$ cat config.mk
export PLATFORM = sky130hd
export DESIGN_NAME = mux_scan_tester
export DESIGN_NICKNAME = d
export VERILOG_FILES = /design/src/rtl/mux_scan_pkg.sv /design/src/rtl/sync_2ff.sv /design/src/rtl/mux_scan_tester.sv
export SDC_FILE = /design/constraint.sdc
export NUM_CORES = 1
export LEC_CHECK = 0
export BUFFER_PORTS_ARGS = -buffer_cell sky130_fd_sc_hd__buf_2
export CAP_MARGIN = 25
export CORE_MARGIN = 4
export CORE_UTILIZATION = 45
export DETAILED_ROUTE_END_ITERATION = 8
export GPL_TIMING_DRIVEN = 0
export PLACE_DENSITY = 0.69
export SYNTH_ARGS = -nofsm -noshare
export SYNTH_HDL_FRONTEND = slang
export SYNTH_HIERARCHICAL = 1
export SYNTH_SLANG_ARGS = --single-unit
$ cat constraint.sdc
create_clock -name clk -period 2.2 [get_ports clk]
set_input_delay 0.11 -clock clk [delete_from_list [all_inputs] [get_ports clk]]
set_output_delay 0.11 -clock clk [all_outputs]
set_load 0.02 [all_outputs]
$ cat src/rtl/mux_scan_pkg.sv
// Shared types and sizes for the 8:1 multiplexer scan tester.
package mux_scan_pkg;

   localparam int NUM_CH      = 8;
   localparam int SEL_W       = 3;
   localparam int SYNC_STAGES = 2;

   typedef enum logic [2:0] {
      S_IDLE,
      S_SETUP,
      S_SETTLE,
      S_SAMPLE,
      S_GAP,
      S_DONE
   } state_t;

   // Result of a set-bit search; wrap=1 means no qualifying bit was found.
   typedef struct packed {
      logic             wrap;
      logic [SEL_W-1:0] idx;
   } sel_t;

endpackage

$ cat src/rtl/sync_2ff.sv
// Single-bit synchronizer for the asynchronous DUT Y output, cleared by rst.
module sync_2ff
   import mux_scan_pkg::*;
(
   input  logic clk,
   input  logic rst,
   input  logic d,
   output logic q
);

   logic [SYNC_STAGES-1:0] sr_p0;

   always_ff @(posedge clk or posedge rst) begin
      if (rst) begin
         sr_p0 <= '0;
      end else begin
         sr_p0 <= {sr_p0[SYNC_STAGES-2:0], d};
      end
   end

   assign q = sr_p0[SYNC_STAGES-1];

endmodule

$ cat src/rtl/mux_scan_tester.sv
// Scan controller that walks an external 8:1 mux over the enabled channels in a
// true-pattern and an inverted-pattern phase and records per-channel mismatches.
module mux_scan_tester
   import mux_scan_pkg::*;
#(
   parameter int SETTLE = 2,
   parameter int HOLD   = 1
) (
   input  logic              clk,
   input  logic              rst,
   input  logic              start,
   input  logic              abort,
   input  logic [NUM_CH-1:0] pattern,
   input  logic [NUM_CH-1:0] chan_mask,
   input  logic              y_in,
   output logic              dut_en,
   output logic [SEL_W-1:0]  dut_a,
   output logic [NUM_CH-1:0] dut_d,
   output logic              busy,
   output logic              done,
   output logic              pass,
   output logic [NUM_CH-1:0] fail_map
);

   // EN stays high for the settle window plus the synchronizer latency.
   localparam int SETTLE_CYC = SETTLE + SYNC_STAGES;
   localparam int TMR_MAX    = (SETTLE_CYC > HOLD) ? SETTLE_CYC : HOLD;
   localparam int TMR_W      = $clog2(TMR_MAX + 1);

   state_t            state;
   logic              phase;
   logic [SEL_W-1:0]  ch;
   logic [TMR_W-1:0]  tmr;
   logic [NUM_CH-1:0] pat_q;
   logic [NUM_CH-1:0] mask_q;
   logic              y_sync;
   logic [NUM_CH-1:0] pat_cur;
   sel_t              start_sel;
   sel_t              lo_sel;
   sel_t              up_sel;

   function automatic sel_t next_set(input logic [NUM_CH-1:0] mask,
                                     input logic [SEL_W-1:0]  cur,
                                     input logic              from_lsb);
      sel_t r;
      r.wrap = 1'b1;
      r.idx  = '0;
      // Descending scan so the lowest qualifying bit is the one that sticks.
      for (int i = NUM_CH - 1; i >= 0; i--) begin
         if (mask[i] && (from_lsb || (i > int'(cur)))) begin
            r.wrap = 1'b0;
            r.idx  = SEL_W'(i);
         end
      end
      return r;
   endfunction

   sync_2ff u_sync (
      .clk (clk),
      .rst (rst),
      .d   (y_in),
      .q   (y_sync)
   );

   assign start_sel = next_set(chan_mask, '0, 1'b1);
   assign lo_sel    = next_set(mask_q, '0, 1'b1);
   assign up_sel    = next_set(mask_q, ch, 1'b0);
   assign pat_cur   = phase ? ~pat_q : pat_q;
   assign busy      = (state != S_IDLE);

   always_ff @(posedge clk or posedge rst) begin
      if (rst) begin
         state    <= S_IDLE;
         phase    <= 1'b0;
         ch       <= '0;
         tmr      <= '0;
         pat_q    <= '0;
         mask_q   <= '0;
         dut_en   <= 1'b0;
         dut_a    <= '0;
         dut_d    <= '0;
         done     <= 1'b0;
         pass     <= 1'b0;
         fail_map <= '0;
      end else begin
         done <= 1'b0;
         if (abort && (state != S_IDLE)) begin
            state  <= S_IDLE;
            dut_en <= 1'b0;
            pass   <= 1'b0;
         end else begin
            unique case (state)
               S_IDLE: begin
                  if (start) begin
                     pat_q    <= pattern;
                     mask_q   <= chan_mask;
                     fail_map <= '0;
                     pass     <= 1'b0;
                     phase    <= 1'b0;
                     if (!start_sel.wrap) begin
                        ch     <= start_sel.idx;
                        dut_a  <= start_sel.idx;
                        dut_d  <= pattern;
                        dut_en <= 1'b0;
                        state  <= S_SETUP;
                     end else begin
                        // Nothing to test: report an immediate clean pass.
                        state <= S_DONE;
                        done  <= 1'b1;
                        pass  <= 1'b1;
                     end
                  end
               end
               S_SETUP: begin
                  dut_en <= 1'b1;
                  tmr    <= '0;
                  state  <= S_SETTLE;
               end
               S_SETTLE: begin
                  if (tmr == TMR_W'(SETTLE_CYC - 1)) begin
                     state <= S_SAMPLE;
                  end else begin
                     tmr <= tmr + 1'b1;
                  end
               end
               S_SAMPLE: begin
                  if (y_sync != dut_d[ch]) begin
                     fail_map[ch] <= 1'b1;
                  end
                  dut_en <= 1'b0;
                  tmr    <= '0;
                  state  <= S_GAP;
               end
               S_GAP: begin
                  if (tmr == TMR_W'(HOLD - 1)) begin
                     if (!up_sel.wrap) begin
                        ch    <= up_sel.idx;
                        dut_a <= up_sel.idx;
                        dut_d <= pat_cur;
                        state <= S_SETUP;
                     end else if (!phase) begin
                        phase <= 1'b1;
                        ch    <= lo_sel.idx;
                        dut_a <= lo_sel.idx;
                        dut_d <= ~pat_q;
                        state <= S_SETUP;
                     end else begin
                        // fail_map already includes the last sample (HOLD >= 1).
                        state <= S_DONE;
                        done  <= 1'b1;
                        pass  <= (fail_map == '0);
                     end
                  end else begin
                     tmr <= tmr + 1'b1;
                  end
               end
               S_DONE: begin
                  state <= S_IDLE;
               end
               default: begin
                  state <= S_IDLE;
               end
            endcase
         end
      end
   end

endmodule
# Word-level counts from Yosys, hierarchy flattened
# Index checks and enable logic that the tools add are counted.
dict set report op_classes {
  magnitude_cmp 9
  eq_ne 20
  bitwise_logic 3
  n_addsub 1
  mux 75
  reduce_logical 27
}
# cell count
set ops {}
lappend ops {{3-bit 2-to-1 mux} 22}
lappend ops {{8-bit 2-to-1 mux} 8}
lappend ops {{4-bit 2-to-1 mux} 15}
lappend ops {{8-bit case mux with 2 select lines} 2}
lappend ops {{3-bit inequality test, second input constant} 7}
lappend ops {{1-bit 2-to-1 mux} 19}
lappend ops {{3-bit case mux with 5 select lines} 1}
lappend ops {{2-bit inequality test, second input constant} 7}
lappend ops {{3-bit > comparator, first input constant} 4}
lappend ops {{5-bit AND reduction} 2}
lappend ops {{3-bit by 2-bit == test with 1-bit output, second input constant} 3}
lappend ops {{1-bit logical AND} 9}
lappend ops {{3-bit case mux with 3 select lines} 1}
lappend ops {{3-bit AND reduction} 3}
lappend ops {{3-bit nonzero test} 3}
lappend ops {{8-bit logical NOT} 1}
lappend ops {{8-bit inverter} 1}
lappend ops {{8-bit OR} 1}
lappend ops {{4-bit AND reduction} 2}
lappend ops {{2-bit by 3-bit > comparator with 1-bit output, first input constant} 2}
lappend ops {{3-bit logical NOT} 2}
lappend ops {{1-bit case mux with 2 select lines} 3}
lappend ops {{3-bit case mux with 2 select lines} 1}
lappend ops {{6-bit AND reduction} 1}
lappend ops {{other kinds (14)} 15}
dict set report totals {
  output_inout_bits 23
  elab_cells 147
  register_bits 47
  inputBits 21
}

# Longest topological paths before layout
# Gate-level depths: netlist of the first run.
dict set report logic_depth {
  word_depth 13
  depth_mapped 9
  mapped_depth_nobuf 8
}

# By module
# The synthesis of the first run kept the hierarchy.
# mod seq_area_each_um2 area_per_inst_um2 instances cells_per_inst
set by_module_without_submodules {}
lappend by_module_without_submodules {mux_scan_tester 1126.1 2703.8 1 280}
lappend by_module_without_submodules {sync_2ff 50.0 53.8 1 3}

# Worst setup path before layout of the first run
# No wires, ideal clock.
dict set report synth_timing {
  path_type {register to register}
  startpoint {register ch[1]}
  endpoint {register dut_d[0]}
  stages_incl_launch_ff 9
  slack_ns 0.189
  arrival_time_ns 1.880
  setup_time_ns 0.132
  n_path_buf 2
  required_ns 2.068
  synth_period_minus_slack_ns 2.011
  path_cell_list {dfrtp_1 -> buf_6 -> nor2b_1 -> o211a_1 -> a2111oi_4 -> a311o_2 -> or2_1 -> buf_6 -> o221ai_2}
}
dict set report synth_between {
  elab_chain_len 12
  word_cells_on_any_way 26
  cone_classes {7 x order compare; 1 x eq/ne; 10 x mux; 8 x reduce/logical}
}
# item line_no
set synth_lines {}
lappend synth_lines {{start: declaration} mux_scan_tester.sv:32} ;# logic [SEL_W-1:0] ch;
lappend synth_lines {{start signal: assignment} mux_scan_tester.sv:101} ;# ch <= start_sel.idx;
lappend synth_lines {{start signal: assignment} mux_scan_tester.sv:137} ;# ch <= up_sel.idx;
lappend synth_lines {{start signal: assignment} mux_scan_tester.sv:143} ;# ch <= lo_sel.idx;
lappend synth_lines {{3-bit > comparator} mux_scan_tester.sv:50} ;# if (mask[i] && (from_lsb || (i > int'(cur)))) begin
lappend synth_lines {{1-bit logical AND} mux_scan_tester.sv:50}
lappend synth_lines {{4-bit 2-to-1 mux (6 in series)} mux_scan_tester.sv:50}
lappend synth_lines {{4-bit 2-to-1 mux *} mux_scan_tester.sv:50}
lappend synth_lines {{8-bit 2-to-1 mux} mux_scan_tester.sv:136} ;# if (!up_sel.wrap) begin
lappend synth_lines {{8-bit 2-to-1 mux} mux_scan_tester.sv:135} ;# if (tmr == TMR_W'(HOLD - 1)) begin
lappend synth_lines {{8-bit case mux with 2 select lines} mux_scan_tester.sv:92} ;# unique case (state)
lappend synth_lines {{end signal: assignment} mux_scan_tester.sv:103} ;# dut_d <= pattern;
lappend synth_lines {{end signal: assignment} mux_scan_tester.sv:139} ;# dut_d <= pat_cur;
lappend synth_lines {{end signal: assignment} mux_scan_tester.sv:145} ;# dut_d <= ~pat_q;
lappend synth_lines {{end: declaration} mux_scan_tester.sv:18} ;# output logic [NUM_CH-1:0] dut_d,
# Mark *: on every way between the ends. The rest lies on a longest branch, timed or not. The select of a mux whose other input is x is not followed.
# A chain may end at the register's enable or synchronous reset.

# Worst setup path in the final report of the first run
dict set report layout_timing {
  startpoint {register ch[0]}
  endpoint {register dut_d[0]}
}
# Same word-level chain as after synthesis.

==> results.json, run 1 <==
{
  "outcome": "finished clean",
  "hold_violations_final": 0,
  "synth_compound_area_share_pct": 22.1,
  "timing.slew.headroom_pct": 55.4,
  "wirelength_um": 6890,
  "route.vias.total": 2379,
  "postSynth.asyncResetShare_pct": 100,
  "yosys.area_share.xor_xnor_pct": 3.45,
  "num_antenna_cells": 0,
  "synth.yosys.seq_area_share_pct": 42.6,
  "critical-path-top-delay-family": "compound AO/OA/AOI/OAI gates",
  "final_util_pct": 54.8,
  "total_power_mw": 4.48,
  "yosys_most_used_dff": "sky130_fd_sc_hd__dfrtp_1",
  "timing.critical_path.fanout_max": 10,
  "maxCapViolCount": 0,
  "drive_above_1_share_pct": 30.0,
  "dpl.cell_count": 402,
  "final.setup_skew_ns": 0.00626,
  "crit_required_ns": 2.42,
  "critical_path_arrival_ns": 2.35,
  "ioPinCount": 44,
  "finalSetupViolations": 0,
  "holdWs_ns": 0.0551,
  "synthMuxAreaShare_pct": 7.26,
  "timing.final.crit_share_pct": 97.0,
  "timing.final.max_slew_violations": 0,
  "final_cell_mix": "sky130_fd_sc_hd__dfrtp_1 (47), sky130_fd_sc_hd__buf_2 (45), sky130_fd_sc_hd__nand2_1 (41), sky130_fd_sc_hd__a21oi_1 (16)",
  "die_y_um": 86.3,
  "power-per-cell-area_nw_per_um2": 1380,
  "grt_remaining_overflow": 0,
  "globalplace.congestion": 0.904,
  "vdd_drop_max_mv": 0.679,
  "maximum_number_of_pins_on_one_net_before_global_route_repair": 27,
  "floorplan.die.width_um": 86.3,
  "starting_utilization_of_the_core_area_pct": 46.6,
  "period_needed_ns": 2.13,
  "htree_num_levels": 2,
  "floorplan.die_area_um2": 7440,
  "cp_cell_sequence": "buf_4, nor2_4, o2bb2ai_2, a2111oi_4, a311o_2, or2_1, buf_6, o221ai_2",
  "rsz0062_at_grt": "yes",
  "numPortBuffers": 43,
  "endpoint_kind": "flip-flop",
  "route.antenna.remaining_nets": 0,
  "rows": 28,
  "kind_of_start_point_of_the_critical_path": "flip-flop",
  "synth_fp_nets": 307,
  "synthToLayoutAreaGrowth_pct": 17.6,
  "grt_antenna_before_repair": 0,
  "synth.avg_cell_area_um2": 9.74,
  "syn-instance-count": 283,
  "worst_slew_pin_slew_ns": 0.668,
  "first_iter_violations": 95,
  "synth_enable_flop_cells": 0,
  "synth.yosys.warnings": 6,
  "holdCritPathClass": "in2reg",
  "routed_wire_length_per_instance_um": 16.7,
  "timing_worst_setup_path_type": "reg2reg",
  "num-fill-cells": 559,
  "mostFrequentLayoutCell": "sky130_fd_sc_hd__dfrtp_1",
  "clkSinkCount": 47,
  "mapped_cell_area_um2": 2760,
  "crit_path_max_incr_delay_ns": 0.45,
  "clock_insertion_delay_worst_skew_ns": 0.30,
  "grt_pass1_vias": 2335,
  "finish.net_count": 361,
  "grt_pass1_wl_um": 11200,
  "synth.distinct_cells": 59,
  "synthAdderAreaFrac_pct": 1.36,
  "tritoncts.num_buffers": 5,
  "yosys_register_bits": 47,
  "clk_transition_reported_paths_ns": 0.09,
  "cts_tree": "done",
  "cts_root_buffer": "sky130_fd_sc_hd__clkbuf_8",
  "critical_path_buf_inv_count": 2,
  "timing.fmax_mhz": 469,
  "synth_top_family_by_area": "compound AO/OA/AOI/OAI gates",
  "dp.final_hpwl_um": 5000,
  "power.leakage_nw": 1.46,
  "viasPerCell": 5.77,
  "clk_path_buf_depth": 2,
  "drt_pass1_iterations": 4,
  "core_um2": 5920,
  "detail_route.drc_violations": 0,
  "post_synth_and_or_nand_nor_area_fraction_pct": 17.6,
  "globalRouteTotalUtil_pct": 19.0,
  "setup-tns-final_ns": 0,
  "cp_slowest_cell": "sky130_fd_sc_hd__a311o_2",
  "post_layout_nonfiller_instances": 412
}
worst register-to-register path, stage by stage (launching register included):
cell,delay [ns]
sky130_fd_sc_hd__dfrtp_1,0.42
sky130_fd_sc_hd__buf_4,0.20
sky130_fd_sc_hd__nor2_4,0.17
sky130_fd_sc_hd__o2bb2ai_2,0.18
sky130_fd_sc_hd__a2111oi_4,0.12
sky130_fd_sc_hd__a311o_2,0.45
sky130_fd_sc_hd__or2_1,0.23
sky130_fd_sc_hd__buf_6,0.15
sky130_fd_sc_hd__o221ai_2,0.14
final timing paths:
path	startpoint	endpoint	slack, ns	cells past startpoint
worst max-delay path	ch[0]	dut_d[0]	0.07	8
worst min-delay path	pattern[1]	pat_q[1]	0.06	2
worst max register to register	ch[0]	dut_d[0]	0.07	8
worst min register to register	u_sync/sr_p0[0]	u_sync/sr_p0[1]	0.35	0
max in group asynchronous	rst	mask_q[4]	1.33	4
min in group asynchronous	rst	u_sync/sr_p0[0]	0.21	3
per-stage QoR:
| stage | cell area, um^2 | setup WS [ns] |
|---|---|---|
| 6_report | 3240 | 0.0667 |
| 5_1_grt | 3240 | -0.0398 |
| 4_1_cts | 3220 | 0.0176 |
| 3_5_place_dp | 3090 | 0.0131 |
| 3_3_place_gp | 3070 | 0.0992 |
| 2_1_floorplan | 2760 | 0.189 |
per-layer routing:
metal | GRT usage, % | part of all wire (%) | vias to the layer above
met5 | 0 | 0 | -
met4 | 6.23 | 2.3 | 0
met3 | 2.95 | 4.9 | 19
met2 | 31.8 | 49 | 81
met1 | 25.2 | 44 | 1156
li1 | - | - | 1123
area by class of cell:
type	count	area, um^2	area share [%]
multi-input cells	204	1450	44.8
flip-flops and latches	47	1180	36.3
repair buffers	47	263	8.10
plain buffers	16	93.8	2.89
well taps	75	93.8	2.89
clock buffers	6	72.6	2.24
inverters	16	60.1	1.85
clock inverters	1	30.0	0.926
report_power, final:
group          switching (mW)  internal (mW)
Combinational            1.44          0.941
Sequential              0.295           1.18
Clock                   0.291          0.334
Total                    2.02           2.45
Yosys cell counts, types with 5 or more instances:
cell,n,area share (%)
sky130_fd_sc_hd__o21ai_1,6,1.1
sky130_fd_sc_hd__dfrtp_1,47,43
sky130_fd_sc_hd__o221ai_2,8,4.4
sky130_fd_sc_hd__xor2_1,8,2.5
sky130_fd_sc_hd__inv_1,13,1.8
sky130_fd_sc_hd__nand2b_1,7,1.6
sky130_fd_sc_hd__nand3_1,5,0.91
sky130_fd_sc_hd__mux2_2,14,5.7
sky130_fd_sc_hd__a21oi_1,16,2.9
sky130_fd_sc_hd__o21ai_0,7,1.3
sky130_fd_sc_hd__nor3_1,8,1.5
sky130_fd_sc_hd__clkbuf_1,7,0.95
sky130_fd_sc_hd__o41ai_1,8,2.5
sky130_fd_sc_hd__nand2_1,41,5.6
sky130_fd_sc_hd__nor2_1,15,2.0
sky130_fd_sc_hd__nor2b_1,5,1.1
state kept, by name, summed over array words and instances (netlist names), 2 cells and up:
| register | flops |
|---|---|
| ch | 3 |
| dut_d | 8 |
| state | 3 |
| pat_q | 8 |
| u_sync/sr_p0 | 2 |
| tmr | 3 |
| mask_q | 8 |
| fail_map | 8 |
repair_timing:
| action | CTS | global route |
|---|---|---|
| endpoints found under the setup margin | 1 | 18 |
| gates resized for setup | 1 | 5 |
| setup buffers | 0 | 1 |
| pin swaps | 0 | 4 |
| hold buffers | 2 | 0 |
| endpoints found under the hold margin | 22 | 0 |
logic make-up (layout without fill, tap and decap cells):
kind of cell,after synthesis,count (layout)
compound gates,72,72
fa+ha+maj,3,3
simple gates,101,101
buf+inv,32,86
xor+xnor,10,10
flops,47,47
mux,18,18
No activity file was read; power rests on OpenSTA's default activity.
==> run 2: changes to the inputs <==
- ABC_AREA: not set -> 1
- PLACE_DENSITY: 0.69 -> 0.68
- SLEW_MARGIN: not set -> 20
==> results.json, run 2 <==
{
  "postSynth.asyncResetShare_pct": 100,
  "kind_of_start_point_of_the_critical_path": "flip-flop",
  "power.share.clock_pct": 15.7,
  "regArea_um2": 1180,
  "holdWs_ns": 0.0464,
  "final.setup_skew_ns": 0.00763,
  "route.vias.total": 2706,
  "period_needed_ns": 1.85,
  "multi_input_comb_area_um2": 1560,
  "drive_above_1_share_pct": 24.0,
  "floorplan.die_area_um2": 8020,
  "timing.slew.headroom_pct": 46.8,
  "yosys-top-cells-count": "sky130_fd_sc_hd__nand2_1 (149), sky130_fd_sc_hd__dfrtp_1 (47), sky130_fd_sc_hd__inv_1 (40), sky130_fd_sc_hd__nand3_1 (26), sky130_fd_sc_hd__nor2_1 (23)",
  "finalSetupViolations": 0,
  "dpl.cell_count": 522,
  "yosys.cell_count.top_type": "sky130_fd_sc_hd__nand2_1",
  "grt_remaining_overflow": 0,
  "num-fill-cells": 596,
  "detail_route.drc_violations": 0,
  "synth_fp_nets": 425,
  "grt_pass1_wl_um": 11800,
  "clk_path_buf_depth": 2,
  "ioPinCount": 44,
  "synth.yosys.seq_area_share_pct": 39.3,
  "outcome": "finished clean",
  "yosys_register_bits": 47,
  "timing.fmax_mhz": 539,
  "numPortBuffers": 43,
  "num_antenna_cells": 0,
  "holdCritPathClass": "in2reg",
  "floorplan.die.width_um": 89.6,
  "viasPerCell": 5.09,
  "cts_hold_repair.buffers": 2,
  "critical_path_arrival_ns": 2.08,
  "grt_antenna_before_repair": 0,
  "route.antenna.remaining_nets": 0,
  "timing.final.crit_share_pct": 84.3,
  "timing.critical_path.fanout_max": 6,
  "wirelength_um": 7140,
  "power.leakage_nw": 1.91,
  "clock_insertion_delay_worst_skew_ns": 0.30,
  "timing_worst_setup_path_type": "reg2reg",
  "pwr-share-comb_pct": 53.9,
  "synth.yosys.warnings": 6,
  "synthToLayoutAreaGrowth_pct": 16.2,
  "intPower_mw": 2.57,
  "worst_slew_pin_slew_ns": 0.791,
  "dp.final_hpwl_um": 5380,
  "mapped_cell_area_um2": 2990,
  "routed_wire_length_per_instance_um": 13.4,
  "maxCapViolCount": 0,
  "setup-tns-final_ns": 0,
  "core_um2": 6390,
  "total_power_mw": 4.88,
  "htree_num_levels": 2,
  "finish.net_count": 478,
  "synth.avg_cell_area_um2": 7.46,
  "yosys_most_used_dff": "sky130_fd_sc_hd__dfrtp_1",
  "synth.distinct_cells": 38,
  "power-per-cell-area_nw_per_um2": 1400,
  "cts_post_setup_buffers_inserted": 0,
  "clk_transition_reported_paths_ns": 0.09,
  "netSwitchingPower_mw": 2.30,
  "sw_frac_of_total_pct": 47.2,
  "clkSinkCount": 47,
  "synth_top_area_share_pct": 39.3,
  "power_frac_seq_pct": 30.4,
  "timing.final.max_slew_violations": 0,
  "rows": 29,
  "globalplace.congestion": 0.803,
  "globalRouteTotalUtil_pct": 19.2,
  "endpoint_kind": "flip-flop",
  "yosys-top-cells-area": "sky130_fd_sc_hd__dfrtp_1 (39%), sky130_fd_sc_hd__nand2_1 (19%), sky130_fd_sc_hd__inv_1 (5.0%), sky130_fd_sc_hd__nand3_1 (4.3%), sky130_fd_sc_hd__mux2_2 (3.0%)",
  "crit_required_ns": 2.42,
  "post_cts_resize_count": 0,
  "vdd_drop_max_mv": 0.798,
  "grt_pass1_vias": 2565,
  "maximum_number_of_pins_on_one_net_before_global_route_repair": 25,
  "cts_root_buffer": "sky130_fd_sc_hd__clkbuf_8",
  "die_y_um": 89.6,
  "drt_pass1_iterations": 4,
  "rsz0062_at_grt": "no",
  "first_iter_violations": 69,
  "post_layout_nonfiller_instances": 532,
  "post-synth-top-area-cell": "sky130_fd_sc_hd__dfrtp_1",
  "mostFrequentLayoutCell": "sky130_fd_sc_hd__nand2_1",
  "syn-instance-count": 401,
  "tritoncts.num_buffers": 5,
  "hold_violations_final": 0,
  "synth_enable_flop_cells": 0,
  "cts_tree": "done",
  "starting_utilization_of_the_core_area_pct": 46.9,
  "final_cell_mix": "sky130_fd_sc_hd__nand2_1 (149), sky130_fd_sc_hd__dfrtp_1 (47), sky130_fd_sc_hd__buf_2 (46), sky130_fd_sc_hd__inv_1 (39), sky130_fd_sc_hd__nand3_1 (26)"
}
[run 2: cell count changes in the layout (fill, tap and decap cells not counted), moves of 6 or more]
cell / change
sky130_fd_sc_hd__o221ai_2: -8
sky130_fd_sc_hd__nand2_1: +108
sky130_fd_sc_hd__inv_1: +27
sky130_fd_sc_hd__nand2_2: +8
sky130_fd_sc_hd__mux2_2: -6
sky130_fd_sc_hd__o21ai_0: +8
sky130_fd_sc_hd__a21oi_1: -7
sky130_fd_sc_hd__o41ai_1: -6
sky130_fd_sc_hd__o21ai_1: -6
sky130_fd_sc_hd__o21ai_2: +10
sky130_fd_sc_hd__nor2_1: +9
sky130_fd_sc_hd__nor3_1: -6
sky130_fd_sc_hd__nand3_1: +21
sky130_fd_sc_hd__nand2b_1: -7
[run 2: worst max-delay path, cell delays in order, from the launching register on]
cell	delay (ns)
sky130_fd_sc_hd__dfrtp_1	0.39
sky130_fd_sc_hd__ha_1	0.20
sky130_fd_sc_hd__ha_1	0.17
sky130_fd_sc_hd__inv_1	0.07
sky130_fd_sc_hd__o21ai_0	0.09
sky130_fd_sc_hd__nor4_1	0.61
sky130_fd_sc_hd__nand3_1	0.13
sky130_fd_sc_hd__o21ai_0	0.11
[run 2: kinds of logic (layout without fill, tap and decap cells)]
logic type / after synthesis / after routing / synth area share, %
AO/OA/AOI/OAI: 46 / 46 / 9.78
XOR/XNOR: 8 / 8 / 2.34
flip-flops: 47 / 47 / 39.3
multiplexers: 8 / 8 / 3.01
AND/OR/NAND/NOR: 230 / 230 / 35.6
adder cells (fa/ha/maj): 3 / 3 / 1.25
buffers and inverters: 59 / 113 / 8.74
[run 2: power groups by stage]
stage	clock, mW	combinational, mW	sequential (mW)
2_1_floorplan	0	1.91	1.57
3_3_place_gp	0	2.54	1.48
3_5_place_dp	0	2.62	1.50
4_1_cts	0.770	2.64	1.48
5_1_grt	0.813	2.94	1.53
6_report	0.764	2.63	1.48
[run 2: final cells by class]
type | count | share of cell area (%)
multi-input cells | 295 | 44.7
flip-flops and latches | 47 | 33.8
repair buffers | 46 | 7.34
inverters | 50 | 5.47
well taps | 77 | 2.77
clock buffers | 6 | 2.09
plain buffers | 9 | 2.05
clock inverters | 2 | 1.73
[run 2: worst paths after layout]
check	start	end	slack, ns	depth (start not counted)
setup reg to reg	tmr[0]	tmr[1]	0.35	7
hold / removal	pattern[3]	pat_q[3]	0.05	2
setup / recovery	tmr[0]	tmr[1]	0.35	7
min in group asynchronous	rst	u_sync/sr_p0[1]	0.20	3
max in group asynchronous	rst	mask_q[7]	1.32	4
hold reg to reg	u_sync/sr_p0[0]	u_sync/sr_p0[1]	0.36	0
[run 2: routing by layer]
| metal | GRT usage [%] | wire, um | up-vias |
|---|---|---|---|
| met4 | 5.95 | 76 | 0 |
| met1 | 24.6 | 3180 | 1261 |
| li1 | - | - | 1381 |
| met2 | 32.6 | 3570 | 56 |
| met5 | 0 | 0 | - |
| met3 | 3.50 | 310 | 8 |
[run 2: per-stage QoR]
stage	utilization (%)	instance area, um^2	setup WS, ns
floorplan	-	2990	0.503
global placement	51.7	3300	0.389
detailed placement	52.1	3320	0.380
CTS	54.4	3480	0.356
global route	54.4	3480	0.212
finish	54.4	3480	0.346
==> run 3: changes to the inputs <==
- clock period: 2.2 -> 1.9 ns (I/O delays scaled with it)
==> results.json, run 3 (synthesis gave the netlist of run 2 again) <==
{
  "drt_pass1_iterations": 4,
  "netSwitchingPower_mw": 2.72,
  "wirelength_um": 7230,
  "timing.critical_path.fanout_max": 8,
  "vdd_drop_max_mv": 0.918,
  "timing.hold.worst.start": "pattern[3]",
  "finalSetupViolations": 0,
  "final_cell_mix": "sky130_fd_sc_hd__nand2_1 (148), sky130_fd_sc_hd__dfrtp_1 (47), sky130_fd_sc_hd__buf_2 (46), sky130_fd_sc_hd__inv_1 (38), sky130_fd_sc_hd__nand3_1 (26)",
  "route.antenna.remaining_nets": 0,
  "grt_pass1_wl_um": 11800,
  "intPower_mw": 3.14,
  "cts_tree": "done",
  "timing.final.max_slew_violations": 0,
  "critical_path_buf_inv_count": 3,
  "clk_path_buf_depth": 2,
  "starting_utilization_of_the_core_area_pct": 46.9,
  "timing.critical_path.from": "ch[1]",
  "grt_pass1_vias": 2565,
  "r2r-end": "dut_d[4]",
  "num_antenna_cells": 0,
  "first_iter_violations": 91,
  "timing.final.crit_share_pct": 92.4,
  "crit_required_ns": 2.10,
  "final_cell_area_um2": 3580,
  "detail_route.drc_violations": 0,
  "maximum_number_of_pins_on_one_net_before_global_route_repair": 25,
  "r2r_start": "ch[1]",
  "r2r_slack_ns": 0.14,
  "htree_num_levels": 2,
  "globalRouteTotalUtil_pct": 19.2,
  "dpl_cell_area_um2": 3320,
  "ioPinCount": 44,
  "period_needed_ns": 1.76,
  "mostFrequentLayoutCell": "sky130_fd_sc_hd__nand2_1",
  "critical_path_arrival_ns": 1.96,
  "clkSinkCount": 47,
  "die_y_um": 89.6,
  "routed_wire_length_per_instance_um": 13.4,
  "route.vias.total": 2733,
  "hold_violations_final": 0,
  "cts_root_buffer": "sky130_fd_sc_hd__clkbuf_8",
  "power.leakage_nw": 1.97,
  "timing.slew.headroom_pct": 65.8,
  "pwr-share-comb_pct": 55.8,
  "maxCapViolCount": 0,
  "clock_insertion_delay_worst_skew_ns": 0.30,
  "synthToLayoutAreaGrowth_pct": 19.6,
  "hold_path_depth": 2,
  "viasPerCell": 5.05,
  "rsz0062_at_grt": "no",
  "holdCritPathClass": "in2reg",
  "worst_slew_pin_slew_ns": 0.509,
  "crit_path_max_incr_delay_ns": 0.40,
  "drive_above_1_share_pct": 26.1,
  "outcome": "finished clean",
  "power_frac_seq_pct": 29.2,
  "clk_transition_reported_paths_ns": 0.09,
  "setup-tns-final_ns": 0,
  "grt_antenna_before_repair": 0,
  "cp_cell_sequence": "buf_6, inv_6, nand3_2, nand2_2, nand2_2, nor2_4, nand2_4, buf_12, nand2_1, o21ai_2, nand2_1, nand2_1, nand2_1, nand2_1",
  "globalplace.congestion": 0.803,
  "floorplan.die.width_um": 89.6,
  "grt_remaining_overflow": 0,
  "timing_worst_setup_path_type": "reg2reg",
  "tritoncts.num_buffers": 5,
  "timing.fmax_mhz": 570,
  "kind_of_start_point_of_the_critical_path": "flip-flop",
  "dp.final_hpwl_um": 5380,
  "final.setup_skew_ns": 0.00339,
  "core_um2": 6390,
  "cp_slowest_cell": "sky130_fd_sc_hd__dfrtp_1",
  "finish.net_count": 487,
  "numPortBuffers": 43,
  "rows": 29,
  "power-per-cell-area_nw_per_um2": 1640,
  "endpoint_kind": "flip-flop",
  "power.share.clock_pct": 15.0,
  "sw_frac_of_total_pct": 46.4,
  "crit_top_cell": "sky130_fd_sc_hd__nand2_1",
  "critical-path-top-delay-family": "simple AND/OR/NAND/NOR gates",
  "floorplan.die_area_um2": 8020,
  "timing.hold.worst_endpoint": "pat_q[3]",
  "reg2regPathDepth": 14
}
run 3: cell count changes in the layout (fill, tap and decap cells not counted), sizes merged:
cell / previous run / this run
clkinv: 3 / 2
buf: 52 / 61
inv: 47 / 48
run 3: stage by stage:
step	hold WS (ns)	total power [mW]	setup WS (ns)	util (%)	instances
floorplan	-0.164	4.03	0.203	-	401
global placement	-0.0478	4.66	0.0952	51.7	521
global route	0.0291	6.35	0.00976	56.0	541
finish	0.0317	5.87	0.144	56.0	541
CTS	0.0267	5.66	0.0560	54.4	532
detailed placement	-0.0365	4.76	0.0805	52.1	522
run 3: per-layer routing:
layer  up-vias  routed length [um]  part of all wire [%]  track usage (%)
met5         -                   0                     0                0
met2        56                3600                    50             32.6
met1      1273                3220                    45             24.6
met4         0                  97                   1.3             5.95
li1       1394                   -                     -                -
met3        10                 305                   4.2             3.50
run 3: timing repair:
| action | CTS | global route |
|---|---|---|
| buffers inserted | 0 | 9 |
| endpoints found under the setup margin | 0 | 18 |
| hold endpoints to repair | 24 | 0 |
| gates resized for setup | 0 | 7 |
| hold buffers | 2 | 0 |
run 3: area by class of cell:
cell class,count,area (um^2)
plain buffers,9,75.1
clock buffers,6,72.6
clock inverters,2,60.1
fillers,579,2810
inverters,50,194
multi-input cells,295,1570
flip-flops and latches,47,1180
well taps,77,96.3
repair buffers,55,335
run 3: worst max-delay path by stage:
stage	to	slack [ns]	cells past startpoint
global route	dut_d[7]	0.01	14
CTS	dut_d[4]	0.06	12
global placement	pat_q[2]	0.1	2
floorplan	dut_d[0]	0.20	11
detailed placement	dut_d[6]	0.08	12
finish	dut_d[4]	0.14	14
run 3: power groups by stage:
stage	registers (mW)	logic (mW)	clock network (mW)
2_1_floorplan	1.82	2.21	0
3_3_place_gp	1.72	2.94	0
5_1_grt	1.77	3.64	0.941
6_report	1.71	3.27	0.878
4_1_cts	1.71	3.05	0.891
3_5_place_dp	1.73	3.03	0
run 3: worst register-to-register path, cell delays in order, from the launching register on:
cell and delay, ns:
sky130_fd_sc_hd__dfrtp_1 0.40, sky130_fd_sc_hd__buf_6 0.15, sky130_fd_sc_hd__inv_6 0.08, sky130_fd_sc_hd__nand3_2 0.09, sky130_fd_sc_hd__nand2_2 0.10, sky130_fd_sc_hd__nand2_2 0.07, sky130_fd_sc_hd__nor2_4 0.18, sky130_fd_sc_hd__nand2_4 0.09
sky130_fd_sc_hd__buf_12 0.14, sky130_fd_sc_hd__nand2_1 0.08, sky130_fd_sc_hd__o21ai_2 0.06, sky130_fd_sc_hd__nand2_1 0.06, sky130_fd_sc_hd__nand2_1 0.05, sky130_fd_sc_hd__nand2_1 0.06, sky130_fd_sc_hd__nand2_1 0.05
